`src/rtl/huffman_pkg.sv`:
```
// Shared types and default sizing for the Huffman bit packer.
package huffman_pkg;

    localparam int DEF_CODE_W = 8;
    localparam int DEF_LEN_W  = 4;
    localparam int DEF_OUT_W  = 32;

    typedef enum logic [1:0] {
        RUN,
        FLUSH,
        FLUSH_EMIT
    } state_t;

endpackage

```
`src/rtl/huffman_out_reg.sv`:
```
// Output holding register: keeps a packed word, its bit count and last flag until taken.
module huffman_out_reg #(
    parameter int OUT_W  = 32,
    parameter int BITS_W = $clog2(OUT_W + 1)
) (
    input  logic              clock,
    input  logic              resetn,
    input  logic              load,
    input  logic [OUT_W-1:0]  load_data,
    input  logic [BITS_W-1:0] load_bits,
    input  logic              load_last,
    input  logic              out_ready,
    output logic [OUT_W-1:0]  encoded_out,
    output logic              enable_out,
    output logic [BITS_W-1:0] out_bits,
    output logic              out_last,
    output logic              out_free
);

    // Room for a new word when empty or when the held word leaves on this edge.
    assign out_free = !enable_out || out_ready;

    always_ff @(posedge clock or negedge resetn) begin
        if (!resetn) begin
            encoded_out <= '0;
            enable_out  <= 1'b0;
            out_bits    <= '0;
            out_last    <= 1'b0;
        end else if (load) begin
            encoded_out <= load_data;
            enable_out  <= 1'b1;
            out_bits    <= load_bits;
            out_last    <= load_last;
        end else if (out_ready) begin
            enable_out  <= 1'b0;
        end
    end

endmodule

```
`src/rtl/huffman_packer.sv`:
```
// Packs variable-length codes MSB-first into OUT_W-bit words, with a flush that
// emits the trailing partial word left-aligned and zero-padded.
module huffman_packer
    import huffman_pkg::*;
#(
    parameter int CODE_W = DEF_CODE_W,
    parameter int LEN_W  = DEF_LEN_W,
    parameter int OUT_W  = DEF_OUT_W
) (
    input  logic                       clock,
    input  logic                       resetn,
    input  logic [CODE_W-1:0]          code,
    input  logic [LEN_W-1:0]           length,
    input  logic                       in_valid,
    output logic                       in_ready,
    input  logic                       flush,
    output logic [OUT_W-1:0]           encoded_out,
    output logic                       enable_out,
    input  logic                       out_ready,
    output logic [$clog2(OUT_W+1)-1:0] out_bits,
    output logic                       out_last,
    output logic                       len_err
);

    localparam int ACC_W  = OUT_W + CODE_W;
    localparam int FILL_W = $clog2(ACC_W + 1);
    localparam int BITS_W = $clog2(OUT_W + 1);

    state_t             state;
    logic [FILL_W-1:0]  fill;
    logic [ACC_W-1:0]   acc;

    logic               accept;
    logic               over_len;
    logic [LEN_W-1:0]   eff_len;
    logic [CODE_W-1:0]  masked_code;
    logic [FILL_W-1:0]  shift_amt;
    logic [ACC_W-1:0]   append_vec;
    logic               out_free;
    logic               full_load;
    logic               res_load;
    logic               load;
    logic [BITS_W-1:0]  load_bits;

    assign in_ready = (state == RUN) && (fill < FILL_W'(OUT_W));
    assign accept   = in_valid && in_ready;

    // The accumulator is left-aligned: valid bits occupy the top `fill` positions,
    // everything below is kept zero so the residue is already zero-padded.
    always_comb begin
        over_len    = length > LEN_W'(CODE_W);
        eff_len     = over_len ? LEN_W'(CODE_W) : length;
        masked_code = code & ~({CODE_W{1'b1}} << eff_len);
        shift_amt   = FILL_W'(ACC_W) - fill - FILL_W'(eff_len);
        append_vec  = ACC_W'(masked_code) << shift_amt;
    end

    assign full_load = (state != FLUSH_EMIT) && (fill >= FILL_W'(OUT_W)) && out_free;
    assign res_load  = (state == FLUSH_EMIT) && (fill != '0) && out_free;
    assign load      = full_load || res_load;
    assign load_bits = full_load ? BITS_W'(OUT_W) : BITS_W'(fill);

    always_ff @(posedge clock or negedge resetn) begin
        if (!resetn) begin
            state   <= RUN;
            fill    <= '0;
            acc     <= '0;
            len_err <= 1'b0;
        end else begin
            // Accept and word extraction never coincide: in_ready is low once fill reaches OUT_W.
            if (accept) begin
                acc  <= acc | append_vec;
                fill <= fill + FILL_W'(eff_len);
                if (over_len) begin
                    len_err <= 1'b1;
                end
            end else if (full_load) begin
                acc  <= acc << OUT_W;
                fill <= fill - FILL_W'(OUT_W);
            end else if (res_load) begin
                acc  <= '0;
                fill <= '0;
            end

            case (state)
                RUN: begin
                    if (flush) begin
                        state <= FLUSH;
                    end
                end
                FLUSH: begin
                    if (fill < FILL_W'(OUT_W)) begin
                        state <= (fill != '0) ? FLUSH_EMIT : RUN;
                    end
                end
                FLUSH_EMIT: begin
                    // fill is nonzero on entry, so fill==0 here means the residue is in the output register.
                    if ((fill == '0) && enable_out && out_ready) begin
                        state <= RUN;
                    end
                end
                default: state <= RUN;
            endcase
        end
    end

    huffman_out_reg #(
        .OUT_W  (OUT_W),
        .BITS_W (BITS_W)
    ) u_out_reg (
        .clock       (clock),
        .resetn      (resetn),
        .load        (load),
        .load_data   (acc[ACC_W-1 -: OUT_W]),
        .load_bits   (load_bits),
        .load_last   (res_load),
        .out_ready   (out_ready),
        .encoded_out (encoded_out),
        .enable_out  (enable_out),
        .out_bits    (out_bits),
        .out_last    (out_last),
        .out_free    (out_free)
    );

endmodule
```
`config.mk`:
```
export PLATFORM = sky130hd
export DESIGN_NAME = huffman_packer
export DESIGN_NICKNAME = d
export VERILOG_FILES = /design/src/rtl/huffman_pkg.sv /design/src/rtl/huffman_out_reg.sv /design/src/rtl/huffman_packer.sv
export SDC_FILE = /design/constraint.sdc
export NUM_CORES = 1
export LEC_CHECK = 0
export BUFFER_PORTS_ARGS = -buffer_cell sky130_fd_sc_hd__buf_4
export CELL_PAD_IN_SITES_DETAIL_PLACEMENT = 1
export CELL_PAD_IN_SITES_GLOBAL_PLACEMENT = 1
export CORE_MARGIN = 3
export CORE_UTILIZATION = 45
export DETAILED_ROUTE_END_ITERATION = 6
export PLACE_DENSITY = 0.9
export SLEW_MARGIN = 20
export SYNTH_ARGS = -nofsm -noshare
export SYNTH_HDL_FRONTEND = slang
export SYNTH_SLANG_ARGS = --single-unit
export TNS_END_PERCENT = 100
```
`constraint.sdc`:
```
create_clock -name clock -period 3.9 [get_ports clock]
set_input_delay 0.39 -clock clock [delete_from_list [all_inputs] [get_ports clock]]
set_output_delay 0.39 -clock clock [all_outputs]
set_load 0.02 [all_outputs]
```
==> impl_metrics.tcl <==
set metrics [dict create \
    hold_violations 0 \
    cp_slowest_cell "fa_1" \
    start_util_pct 46.8 \
    max-vdd-ir-drop_uv 339 \
    stdcell_area_um2 5410 \
    num_antenna_cells 0 \
    fp.dieH_um 108 \
    status "completed" \
    ys_seq_area_share_pct 48.0 \
    cp.arrival_ps 3560 \
    drc_errors 0 \
    die_x_um 108 \
    hold_path.class "input pin to async pin" \
    postRouteAntennaNets 0 \
    multi_input_area_um2 2240 \
    cts_setup_buffers 0 \
    finalSetupViolCount 0 \
    worst_pin_slew_ps 977 \
    synth.distinct_cells 61 \
    synth_nets 457 \
    fp.coreArea_um2 9910 \
    htreeDepth 3 \
    cp_max_fo 8 \
    portBuffers 58 \
    insertion_delay_ps 360 \
    power_leakage_nw 2.61 \
    die_area_um2 11600 \
    drtIter0Drc 274 \
    numCtsBuffers 9 \
    finalCritPeriodShare_pct 84.1 \
    synthArstFlopShare_pct 100 \
    dpl_cell_area_um2 5190 \
    r2r_start "fill[2]" \
    dp_slack_ps 441 \
    yosys_warnings 0 \
    ctsHoldBuffers 0 \
    rr_endpoint "acc[37]" \
    ctsResizeCount 0 \
    grt_pass1_wl_um 20400 \
    crit_required_ps 4180 \
    fill_cells 1080 \
    cts_buffer_depth 2 \
    clkTransAtPathRegs_ps 90 \
    fin_nets 509 \
    clock_skew_ps 11.7 \
    r2r_setup_slack_ps 620 \
    synth_edf_count 0 \
    place_hpwl_um 8730 \
    fin_ws_ps 619 \
    grt_max_degree 90 \
    drv_slew 0 \
    finalWirelength_um 12300 \
    vias_per_cell 6.05 \
    row_count 36 \
    fmax_ghz 0.305 \
    synth_cells 424 \
    ff2ff_path_depth 8 \
    final_common_cell "dfrtp_1" \
    end_kind "register" \
    grt_remaining_overflow 0 \
    crit_buf_inv 1 \
    clkSinkCount 89 \
    netlist_area_um2 4640 \
    area_growth_pct 16.6 \
    seqCellArea_um2 2230 \
    rsz0062_at_grt "false" \
    cpLargestDelayFamily "simple AND/OR/NAND/NOR gates" \
    synth_ff_type "dfrtp_1" \
    grt_antenna_before_repair 0 \
    cts_tree "yes" \
    synth_area_per_cell_um2 10.9 \
    synth.ff_latch_count 89 \
    wl_per_cell_um 20.1 \
    crit_end "acc[37]" \
    maxCapViolCount 0 \
    dr.pass1.iters 4 \
    globalplace.congestion 0.897 \
    cp.depth 8 \
    finalCriticalPeriod_ps 3280 \
    first_global_vias 3844 \
    slowest_delay_ps 520 \
    whs_ps 75.3 \
    cp-start-kind "register" \
    dr_total_vias 3708 \
    grt_usage_pct 22.4 \
    finalSetupTns_ps 0 \
    max_slew_margin_pct 34.9 \
    crit_type "register to register" \
    drive_above_1_share_pct 26.9 \
    final_cell_mix "dfrtp_1 (89), buf_4 (66), mux2_2 (38)" \
    path_cells "inv_1 > ha_1 > fa_1 > and3_1 > or3_1 > a211oi_2 > nand2_1 > o221ai_1" \
    ioPinCount 59 \
    crit_start "fill[2]" \
    p_per_area_nw_per_um2 834 \
    cts_root_buffer "clkbuf_8" \
]
==> cells in the mapped netlist (all sizes together) (6+ instances only) <==
cell type / count / area [um^2]
a21oi: 8 / 40.0
a22o: 13 / 114
a22oi: 7 / 52.6
buf: 12 / 65.1
clkbuf: 14 / 53.8
dfrtp: 89 / 2230
ha: 14 / 175
inv: 15 / 56.3
mux2: 38 / 428
mux2i: 15 / 150
nand2: 26 / 97.6
nand3: 11 / 55.1
nor2: 29 / 109
nor3: 10 / 50.1
o21ai: 22 / 110
or3: 6 / 37.5
==> metal layers <==
| metal | global-route usage (%) | part of all wire, % | wire length (um) |
|---|---|---|---|
| met1 | 30.4 | 43 | 5280 |
| met5 | 0 | 0 | 0 |
| met4 | 8.93 | 2.5 | 308 |
| met3 | 2.94 | 5.2 | 640 |
| met2 | 36.6 | 49 | 6090 |
==> sequential cells by signal, summed over array words and instances (netlist names) <==
| register | cells |
|---|---|
| u_out_reg.encoded_out | 32 |
| state | 2 |
| len_err | 1 |
| fill | 6 |
| u_out_reg.out_bits | 6 |
| u_out_reg.enable_out | 1 |
| u_out_reg.out_last | 1 |
| acc | 40 |
==> power breakdown <==
group	switching [mW]	total (mW)	internal [mW]
combinational	1.55	2.46	0.911
clock	0.336	0.696	0.361
sequential	0.192	1.35	1.16
total	2.07	4.51	2.43
==> area by class of cell <==
| cell class | instances | share of cell area [%] |
|---|---|---|
| timing repair buffer | 67 | 9.37 |
| multi-input combinational | 294 | 41.4 |
| tap | 133 | 3.08 |
| clock buffer | 9 | 2.29 |
| clock inverter | 6 | 1.67 |
| sequential | 89 | 41.2 |
| inverter | 15 | 1.04 |
==> per-stage QoR <==
step	util, %	power [mW]	std cells
floorplan	-	3.02	424
global placement	52.4	3.66	598
detailed placement	52.4	3.77	598
CTS	54.5	4.50	613
global route	54.6	4.80	613
finish	54.6	4.51	613
==> how the worst min path moves through the flow <==
| stage | startpoint | end | slack (ps) | cells after the start |
|---|---|---|---|---|
| 5_1_grt | resetn | u_out_reg.encoded_out[31] | 140 | 1 |
| 2_1_floorplan | resetn | acc[0] | 90 | 0 |
| 3_3_place_gp | acc[4] | acc[4] | 460 | 2 |
| 3_5_place_dp | len_err | len_err | 470 | 1 |
| 4_1_cts | resetn | u_out_reg.encoded_out[6] | 260 | 1 |
| 6_report | resetn | u_out_reg.encoded_out[31] | 80 | 1 |
==> cell families after synthesis <==
group                    count (synthesis)  synth area share [%]
XOR/XNOR                                 4                 0.756
multiplexers                            53                  12.5
AND/OR/NAND/NOR                        109                  12.2
flip-flops                              89                  48.0
AO/OA/AOI/OAI                          112                  18.2
buffers and inverters                   41                  3.78
adder cells (fa/ha/maj)                 16                  4.64
Note: power is estimated with default switching activity, not from simulation.
